<file path="config.mk">
export PLATFORM = sky130hd
export DESIGN_NAME = datapath_ctrl_flat
export DESIGN_NICKNAME = d
export VERILOG_FILES = /design/src/rtl/datapath_ctrl_if.sv /design/src/rtl/datapath_ctrl.sv /design/src/flat_wrapper.sv
export SDC_FILE = /design/constraint.sdc
export NUM_CORES = 1
export LEC_CHECK = 0
export BUFFER_PORTS_ARGS = -buffer_cell sky130_fd_sc_hd__buf_2
export CAP_MARGIN = 20
export CORE_ASPECT_RATIO = 0.75
export CORE_MARGIN = 10
export CORE_UTILIZATION = 55
export DETAILED_ROUTE_END_ITERATION = 7
export HOLD_SLACK_MARGIN = 0.15
export PLACE_DENSITY = 0.84
export SYNTH_ARGS = -nofsm -noshare
export SYNTH_HDL_FRONTEND = slang
export SYNTH_SLANG_ARGS = --single-unit
export TNS_END_PERCENT = 1
</file>
<file path="constraint.sdc">
create_clock -name clk -period 4.1 [get_ports clk]
set_input_delay 0.41 -clock clk [delete_from_list [all_inputs] [get_ports clk]]
set_output_delay 0.41 -clock clk [all_outputs]
set_load 0.005 [all_outputs]
</file>
<file path="src/rtl/datapath_ctrl_if.sv">
// Instruction handshake and datapath control bundle for datapath_ctrl.
// slave is the controller side, master is the fetch/datapath side.
interface datapath_ctrl_if #(
  parameter int PC_W = 8
);
  logic [15:0]     instr;
  logic            instr_valid;
  logic            instr_ready;
  logic            C;
  logic            N;
  logic            Z;
  logic [2:0]      R_Adr;
  logic [2:0]      S_Adr;
  logic [2:0]      W_Adr;
  logic [3:0]      ALU_OP;
  logic            S_Sel;
  logic [15:0]     DS;
  logic            W_En;
  logic [PC_W-1:0] pc;
  logic [2:0]      flags;
  logic            busy;

  modport slave (
    input  instr, instr_valid, C, N, Z,
    output instr_ready, R_Adr, S_Adr, W_Adr,
    output ALU_OP, S_Sel, DS, W_En,
    output pc, flags, busy
  );

  modport master (
    output instr, instr_valid, C, N, Z,
    input  instr_ready, R_Adr, S_Adr, W_Adr,
    input  ALU_OP, S_Sel, DS, W_En,
    input  pc, flags, busy
  );
endinterface

</file>
<file path="src/rtl/datapath_ctrl.sv">
// Multi-cycle controller: IDLE -> EXEC -> WB for ALU/LDI, IDLE -> BR for
// branches. All outputs come straight from flops.
module datapath_ctrl #(
  parameter int         PC_W    = 8,
  parameter logic [3:0] PASS_OP = 4'hF
) (
  input  logic          clk,
  input  logic          reset,
  datapath_ctrl_if.slave bus
);

  typedef enum logic [1:0] {
    IDLE,
    EXEC,
    WB,
    BR
  } state_t;

  state_t          state_q, state_d;
  logic            ready_q, ready_d;
  logic            busy_q, busy_d;
  logic [11:0]     br_q, br_d;
  logic [2:0]      r_adr_q, r_adr_d;
  logic [2:0]      s_adr_q, s_adr_d;
  logic [2:0]      w_adr_q, w_adr_d;
  logic [3:0]      alu_op_q, alu_op_d;
  logic            s_sel_q, s_sel_d;
  logic [15:0]     ds_q, ds_d;
  logic            w_en_q, w_en_d;
  logic [PC_W-1:0] pc_q, pc_d;
  logic [2:0]      flags_q, flags_d;
  logic [3:0]      op;
  logic            taken;

  assign op = bus.instr[15:12];

  always_comb begin
    state_d  = state_q;
    ready_d  = ready_q;
    busy_d   = busy_q;
    br_d     = br_q;
    r_adr_d  = r_adr_q;
    s_adr_d  = s_adr_q;
    w_adr_d  = w_adr_q;
    alu_op_d = alu_op_q;
    s_sel_d  = s_sel_q;
    ds_d     = ds_q;
    w_en_d   = 1'b0;
    pc_d     = pc_q;
    flags_d  = flags_q;
    taken    = 1'b0;

    // flags are {C,N,Z}; only the WB-latched copy is ever tested
    unique case (br_q[11:10])
      2'b00:   taken = 1'b1;
      2'b01:   taken = flags_q[0];
      2'b10:   taken = flags_q[1];
      default: taken = flags_q[2];
    endcase

    unique case (state_q)
      IDLE: begin
        ready_d = 1'b1;
        busy_d  = 1'b0;
        if (ready_q && bus.instr_valid) begin
          ready_d = 1'b0;
          busy_d  = 1'b1;
          if (op == 4'hF) begin
            state_d = BR;
            br_d    = bus.instr[11:0];
          end else begin
            state_d = EXEC;
            w_adr_d = bus.instr[11:9];
            if (op == 4'hE) begin
              r_adr_d  = 3'd0;
              s_adr_d  = 3'd0;
              alu_op_d = PASS_OP;
              s_sel_d  = 1'b1;
              ds_d     = 16'($signed(bus.instr[8:0]));
            end else begin
              r_adr_d  = bus.instr[8:6];
              s_adr_d  = bus.instr[5:3];
              alu_op_d = op;
              s_sel_d  = 1'b0;
              ds_d     = 16'd0;
            end
          end
        end
      end
      EXEC: begin
        state_d = WB;
        w_en_d  = 1'b1;
      end
      WB: begin
        state_d = IDLE;
        flags_d = {bus.C, bus.N, bus.Z};
        pc_d    = pc_q + PC_W'(1);
        ready_d = 1'b1;
        busy_d  = 1'b0;
      end
      BR: begin
        state_d = IDLE;
        ready_d = 1'b1;
        busy_d  = 1'b0;
        if (taken) begin
          pc_d = pc_q + PC_W'($signed(br_q[9:0]));
        end else begin
          pc_d = pc_q + PC_W'(1);
        end
      end
      default: state_d = IDLE;
    endcase
  end

  always_ff @(posedge clk) begin
    if (!reset) begin
      state_q  <= IDLE;
      ready_q  <= 1'b0;
      busy_q   <= 1'b0;
      br_q     <= '0;
      r_adr_q  <= '0;
      s_adr_q  <= '0;
      w_adr_q  <= '0;
      alu_op_q <= '0;
      s_sel_q  <= 1'b0;
      ds_q     <= '0;
      w_en_q   <= 1'b0;
      pc_q     <= '0;
      flags_q  <= '0;
    end else begin
      state_q  <= state_d;
      ready_q  <= ready_d;
      busy_q   <= busy_d;
      br_q     <= br_d;
      r_adr_q  <= r_adr_d;
      s_adr_q  <= s_adr_d;
      w_adr_q  <= w_adr_d;
      alu_op_q <= alu_op_d;
      s_sel_q  <= s_sel_d;
      ds_q     <= ds_d;
      w_en_q   <= w_en_d;
      pc_q     <= pc_d;
      flags_q  <= flags_d;
    end
  end

  assign bus.instr_ready = ready_q;
  assign bus.busy        = busy_q;
  assign bus.R_Adr       = r_adr_q;
  assign bus.S_Adr       = s_adr_q;
  assign bus.W_Adr       = w_adr_q;
  assign bus.ALU_OP      = alu_op_q;
  assign bus.S_Sel       = s_sel_q;
  assign bus.DS          = ds_q;
  assign bus.W_En        = w_en_q;
  assign bus.pc          = pc_q;
  assign bus.flags       = flags_q;

endmodule

</file>
<file path="src/flat_wrapper.sv">
// flat-port wrapper written by rule: the top's interface ports become plain ports
module datapath_ctrl_flat 
#(
  parameter int         PC_W    = 8,
  parameter logic [3:0] PASS_OP = 4'hF
)
  (clk, reset, bus_instr, bus_instr_valid, bus_C, bus_N, bus_Z, bus_instr_ready, bus_R_Adr, bus_S_Adr, bus_W_Adr, bus_ALU_OP, bus_S_Sel, bus_DS, bus_W_En, bus_pc, bus_flags, bus_busy);
  datapath_ctrl_if #(.PC_W(PC_W)) bus_i ();
  input  logic clk;
  input  logic reset;
  input wire logic [$bits(bus_i.instr)-1:0] bus_instr;
  input wire logic [$bits(bus_i.instr_valid)-1:0] bus_instr_valid;
  input wire logic [$bits(bus_i.C)-1:0] bus_C;
  input wire logic [$bits(bus_i.N)-1:0] bus_N;
  input wire logic [$bits(bus_i.Z)-1:0] bus_Z;
  output wire logic [$bits(bus_i.instr_ready)-1:0] bus_instr_ready;
  output wire logic [$bits(bus_i.R_Adr)-1:0] bus_R_Adr;
  output wire logic [$bits(bus_i.S_Adr)-1:0] bus_S_Adr;
  output wire logic [$bits(bus_i.W_Adr)-1:0] bus_W_Adr;
  output wire logic [$bits(bus_i.ALU_OP)-1:0] bus_ALU_OP;
  output wire logic [$bits(bus_i.S_Sel)-1:0] bus_S_Sel;
  output wire logic [$bits(bus_i.DS)-1:0] bus_DS;
  output wire logic [$bits(bus_i.W_En)-1:0] bus_W_En;
  output wire logic [$bits(bus_i.pc)-1:0] bus_pc;
  output wire logic [$bits(bus_i.flags)-1:0] bus_flags;
  output wire logic [$bits(bus_i.busy)-1:0] bus_busy;
  assign bus_i.instr = bus_instr;
  assign bus_i.instr_valid = bus_instr_valid;
  assign bus_i.C = bus_C;
  assign bus_i.N = bus_N;
  assign bus_i.Z = bus_Z;
  assign bus_instr_ready = bus_i.instr_ready;
  assign bus_R_Adr = bus_i.R_Adr;
  assign bus_S_Adr = bus_i.S_Adr;
  assign bus_W_Adr = bus_i.W_Adr;
  assign bus_ALU_OP = bus_i.ALU_OP;
  assign bus_S_Sel = bus_i.S_Sel;
  assign bus_DS = bus_i.DS;
  assign bus_W_En = bus_i.W_En;
  assign bus_pc = bus_i.pc;
  assign bus_flags = bus_i.flags;
  assign bus_busy = bus_i.busy;
  datapath_ctrl #(.PC_W(PC_W), .PASS_OP(PASS_OP)) u_core (.clk(clk), .reset(reset), .bus(bus_i));
endmodule
</file>
==> flow_summary.yaml, run 1 <==
timing:
  hold_viol: 0
  worst_pin_slew_ps: 739.5
  final.period_utilization_pct: 56.53
  maxSlewHeadroom_pct: 50.70
  drv_slew: 0
  skew_ps: 6.139
  period_minus_slack_ps: 2318
  fmax_mhz: 431.4
  setup_viol_count_final: 0
  rsz0062_at_grt: "false"
  tns_ps: 0
clock_tree:
  clkLatencyLatePin_ps: 300
  cts.repair.resized: 0
  clkSinkCount: 49
  ctsRootBufferMaster: "clkbuf_8"
  cts.clk_slew.worst_paths_ps: 90
  post_cts_buffers: 0
  cts.htree.levels: 2
  cts_max_path_buffers: 2
  cts_tree: "done"
  cts_buffers: 5
  cts_hold_buffers: 0
flow_run:
  cap_violations: 0
placement:
  port-buffer-count: 65
  place.detailed.hpwl_um: 4186
  placedInstanceArea_sq_um: 2560
  place_inst: 352
  gp_congestion: 0.8293
power:
  ir_worst_vdd_v: 0.0002273
  power_density_nw_per_um2: 344.6
  p_leak_nw: 1.199
  power_mw: 0.9223
layout:
  synthToLayoutAreaGrowth_pct: 18.50
  stdcell_count: 360
  n_antenna_cell: 0
  drive_above_1_share_pct: 26.89
  postLayoutCellArea_sq_um: 2676
  ff_latch_area_sq_um: 980.9
  multi_input_area_sq_um: 1144
  final_nets: 335
  n_fill_cell: 347
worst_setup_path:
  worstPathCellList: "or3_1 > nand2b_1 > a22oi_1 > nor2_1"
  cp-start-kind: "register"
  end_kind: "register"
  critical_path_class: "reg -> reg"
  cp_top_family: "simple AND/OR/NAND/NOR gates"
  arrival_ps: 2560
  required_ps: 4340
  slowest_delay_ps: 770
  cp_slowest_cell: "dfxtp_1"
  critPathBufInv: 0
  critical_path.max_fanout: 21
yosys:
  synthesis.nets: 279
  yosys_warnings: 0
  synth-edff-count: 0
  synth_area_sq_um: 2258
  netlist_instances: 248
  async_reset_ff_share_pct: 0
  ys.flop_type: "dfxtp_1"
  synth.most_common_cell: "dfxtp_1"
  yosys.area.top_type: "dfxtp_1"
  yosysSeqAreaShare_pct: 43.43
  syn_avg_cell_area_sq_um: 9.107
  yosys-top-cells-area: "dfxtp_1 (43%), nor2_1 (6.6%), mux2i_1 (6.2%), a22oi_1 (5.0%), ha_1 (4.4%)"
  synth.top_cell.area_share_pct: 43.43
  synthDistinctLibCells: 50
  synth_seq_cells: 49
  synth_commonest_cells: "dfxtp_1 (49), nor2_1 (40), nand2_1 (16), a22oi_1 (15), mux2i_1 (14)"
floorplan:
  die_w_um: 93.99
  die_h_um: 75.50
  core_sq_um: 4004
  rows: 20
  num_io_pins: 66
  die_area_sq_um: 7096
  initial_core_util_pct: 56.41
global_routing:
  antenna_found_initial: 0
  grt_max_degree: 36
  grt_pass1_wl_um: 8666
  grt_remaining_overflow: 0
  grt_usage_pct: 14.87
  first_global_vias: 1879
drt:
  detail_route.wl_per_cell_um: 15.17
  drtIter0Drc: 88
  antenna_left: 0
  route.detailed.drc: 0
  first_pass_iters: 4
  drt-vias-per-instance: 5.494
  vias: 1978
  finalWirelength_um: 5461
status:
  status: "complete, no violations"
hold_path:
  min-delay-path-class: "in -> reg"
-- kinds of logic (layout without fill, tap and decap cells) --
| group | Yosys count | in the layout | share of synthesized area, % |
|---|---|---|---|
| XOR/XNOR | 4 | 4 | 1.552 |
| multiplexers | 15 | 15 | 6.703 |
| buffers and inverters | 26 | 83 | 5.928 |
| adder cells (fa/ha/maj) | 9 | 9 | 5.319 |
| AO/OA/AOI/OAI | 62 | 62 | 19.28 |
| AND/OR/NAND/NOR | 83 | 83 | 17.78 |
| flip-flops | 49 | 49 | 43.43 |
-- routing by layer --
metal / vias up / part of all wire (%) / global-route usage (%)
met2: 62 / 45 / 23.87
met4: 0 / 0.66 / 4.034
li1: 989 / - / -
met3: 5 / 7.9 / 5.413
met1: 922 / 46 / 18.49
met5: - / 0 / 0
-- flip-flops by register name (all words and copies together) (netlist names) --
name and cells:
u_core.bus.W_En 1, u_core.bus.W_Adr 3, u_core.bus.S_Sel 1, u_core.bus.flags 3, u_core.br_q 10, u_core.bus.R_Adr 3, u_core.state_q 2, u_core.bus.S_Adr 3
u_core.bus.DS 9, u_core.bus.instr_ready 1, u_core.bus.pc 8, u_core.bus.ALU_OP 4, u_core.bus.busy 1
-- power by group --
part | switching (mW) | internal (mW) | total [mW]
clock network | 0.157 | 0.199 | 0.356
logic | 0.0418 | 0.0291 | 0.0709
registers | 0.00878 | 0.487 | 0.496
-- cell usage in the layout, fill, tap and decap left out, types with 2 or more instances in the layout --
cell	Yosys	routed
inv_1	8	8
a31oi_1	2	2
clkbuf_8	0	6
o21ai_0	8	8
xnor2_1	3	3
mux2i_1	14	14
nor3_1	6	6
nand3_1	5	5
a22oi_1	15	15
or3_1	2	2
a21oi_1	12	12
o221a_2	2	2
nor2_1	40	40
nor2b_1	2	2
a211oi_1	4	4
buf_2	2	65
ha_1	8	8
o22ai_1	3	3
dfxtp_1	49	49
nand2_1	16	16
o211ai_1	2	2
nand4_1	2	2
a21boi_0	3	3
-- per-stage QoR --
step | util (%) | hold slack (ps) | worst slack [ps]
CTS | 66.84 | 339.4 | 1825
global placement | 63.94 | 432.5 | 1924
detailed placement | 63.94 | 439.9 | 1866
global route | 66.84 | 347.7 | 1574
finish | 66.84 | 349.6 | 1782
floorplan | - | 450.8 | 2298
-- worst paths after layout --
check	endpoint	cells past startpoint	slack [ps]	start
min	u_core.bus.W_Adr[0]	3	350	bus_instr[9]
max	u_core.bus.R_Adr[0]	4	1780	u_core.state_q[1]
max reg2reg	u_core.bus.R_Adr[0]	4	1780	u_core.state_q[1]
min reg2reg	u_core.bus.busy	1	450	u_core.bus.busy
-- final cells by class --
| class | count | area share, % |
|---|---|---|
| clock buffer | 7 | 3.226 |
| clock inverter | 1 | 1.122 |
| inverter | 9 | 1.262 |
| multi-input combinational | 173 | 42.73 |
| sequential | 49 | 36.65 |
| tap | 55 | 2.571 |
| timing repair buffer | 66 | 12.44 |
-- worst min-delay path, delay by kind of cell --
family                 cells  cell delay (ps)
buffers and inverters      1               90
and+or+nand+nor            1               50
AOI/OAI and AO/OA          1               50
Power figures use the tool's default switching activity.
==> run 2: changes to the inputs <==
- CORE_UTILIZATION: 55 -> 46
- PLACE_DENSITY: 0.84 -> 0.75
- clock period: 4.1 -> 2.1 ns (I/O delays scaled with it)
==> flow_summary.yaml, run 2 (synthesis results as in run 1) <==
worst_setup_path:
  end_kind: "register"
  arrival_ps: 2150
  worstPathCellList: "inv_1 > fa_1 > nor2b_1 > o31a_1 > o21ai_0 > nor3b_1 > o31ai_1"
  required_ps: 2310
  cp-start-kind: "register"
  cp_slowest_cell: "dfxtp_1"
  reg2reg_from: "u_core.bus.pc[1]"
  crit_start: "u_core.bus.pc[1]"
  reg2reg_depth: 7
  r2r_end: "u_core.bus.pc[6]"
  critical_path.max_fanout: 6
  crit_end: "u_core.bus.pc[6]"
  slowest_delay_ps: 440
  critical_path_class: "reg -> reg"
  rrSetupSlack_ps: 160
layout:
  postLayoutCellArea_sq_um: 2754
  n_fill_cell: 397
  layout_common_cells: "buf_2 (65), dfxtp_1 (49), nor2_1 (40)"
  largest_reg_flops: 10
  synthToLayoutAreaGrowth_pct: 21.94
  final_nets: 346
  drive_above_1_share_pct: 28.16
  multi_input_area_sq_um: 1144
  n_antenna_cell: 0
  ff_latch_area_sq_um: 980.9
  layout.cells.most_common: "buf_2"
  top_register: "u_core.br_q"
power:
  clockPowerShare_pct: 33.8
  switchingPower_mw: 0.4084
  power_frac_comb_pct: 9.4
  ir_worst_vdd_v: 0.0003879
  switching_share_pct: 24.09
  p_int_mw: 1.287
  p_leak_nw: 1.243
  seq_power_share_pct: 56.8
  power_density_nw_per_um2: 615.6
drt:
  routed-wl-met3_um: 517
  dr.max_layer_used: "met4"
  first_pass_iters: 4
  drt-vias-per-instance: 5.346
  antenna_left: 0
  route.detailed.drc: 0
  detail_route.wl_per_cell_um: 15.55
  wirelength_met1_um: 2635
  vias: 1994
  finalWirelength_um: 5802
  route.met2.wl_um: 2639
  drtIter0Drc: 110
global_routing:
  grt_max_degree: 38
  first_global_vias: 2015
  grt_remaining_overflow: 0
  grt_pass1_wl_um: 9729
  antenna_found_initial: 0
  grt_usage_pct: 14.40
floorplan:
  rows: 21
  die_area_sq_um: 8141
  num_io_pins: 66
  die_h_um: 80.68
  core_sq_um: 4598
  die_w_um: 100.9
  initial_core_util_pct: 49.12
timing:
  tns_ps: 0
  period_minus_slack_ps: 1937
  maxSlewHeadroom_pct: 67.86
  final.period_utilization_pct: 92.25
  drv_slew: 0
  fmax_mhz: 516.2
  setup_viol_count_final: 0
  setup_ws_ps: 162.8
  hold_viol: 0
  rsz0062_at_grt: "false"
  skew_ps: 5.656
  worst_pin_slew_ps: 480.0
clock_tree:
  ctsRootBufferMaster: "clkbuf_8"
  cts.repair.resized: 0
  cts.htree.levels: 2
  clkSinkCount: 49
  cts_max_path_buffers: 2
  cts.clk_slew.worst_paths_ps: 90
  cts_tree: "done"
  cts_buffers: 5
  clkLatencyLatePin_ps: 300
hold_path:
  min_path_cells: 3
  min-delay-path-class: "in -> reg"
placement:
  pre_cts_slack_ps: 185.9
  gp_congestion: 0.8703
  place.detailed.hpwl_um: 4447
  port-buffer-count: 65
  placedInstanceArea_sq_um: 2608
status:
  status: "complete, no violations"
flow_run:
  cap_violations: 0
-- run 2: changes by cell type in the layout (fill, tap and decap cells not counted) --
cell / previous run / this run
buf_4: 1 / 7
clkbuf_1: 1 / 0
dlygate4sd3_1: 0 / 5
clkinv_2: 0 / 1
bufinv_16: 1 / 0
clkinv_4: 0 / 1
-- run 2: power groups by stage --
stage / logic, mW / clock network [mW] / registers [mW]
finish: 0.160 / 0.573 / 0.963
global route: 0.181 / 0.644 / 0.966
CTS: 0.160 / 0.600 / 0.963
detailed placement: 0.155 / 0 / 0.985
global placement: 0.151 / 0 / 0.985
floorplan: 0.0812 / 0 / 0.988
-- run 2: stage by stage --
stage	util, %	hold slack (ps)	power [mW]	std cells
after floorplan	-	346.0	1.069	248
after global placement	56.71	441.0	1.136	360
after detailed placement	56.71	434.9	1.139	360
after CTS	59.67	152.8	1.724	372
after global routing	59.89	166.7	1.792	373
final	59.89	158.3	1.695	373
-- run 2: worst min path at each step --
stage | end | startpoint | slack (ps)
6_report | u_core.bus.flags[2] | bus_C | 160
5_1_grt | u_core.bus.ALU_OP[3] | bus_instr[15] | 170
4_1_cts | u_core.bus.flags[2] | bus_C | 150
3_5_place_dp | u_core.bus.busy | u_core.bus.busy | 430
3_3_place_gp | u_core.bus.busy | u_core.bus.busy | 440
2_1_floorplan | u_core.bus.ALU_OP[3] | bus_instr[15] | 350
-- run 2: layer usage --
metal / global-route usage (%) / vias to the layer above
li1: - / 1014
met1: 17.94 / 920
met2: 22.55 / 58
met3: 6.416 / 2
met4: 2.778 / 0
met5: 0 / -
-- run 2: area by class of cell --
cell class	count	area share, %
clock buffers	6	2.999
clock inverters	2	0.4998
inverters	9	1.227
multi-input cells	173	41.53
flip-flops and latches	49	35.62
well taps	57	2.590
repair buffers	77	15.54
-- run 2: critical path: cells and delay by family, from the launching register on --
kind / cells / cell delay (ps)
buffers and inverters: 1 / 110
AOI/OAI and AO/OA: 3 / 490
and+or+nand+nor: 2 / 370
adders and majority gates: 1 / 440
DFF: 1 / 440
-- run 2: what timing repair did --
item / CTS / global route
hold endpoints to repair: 4 / 1
setup buffers: 0 / 0
hold buffers: 4 / 1
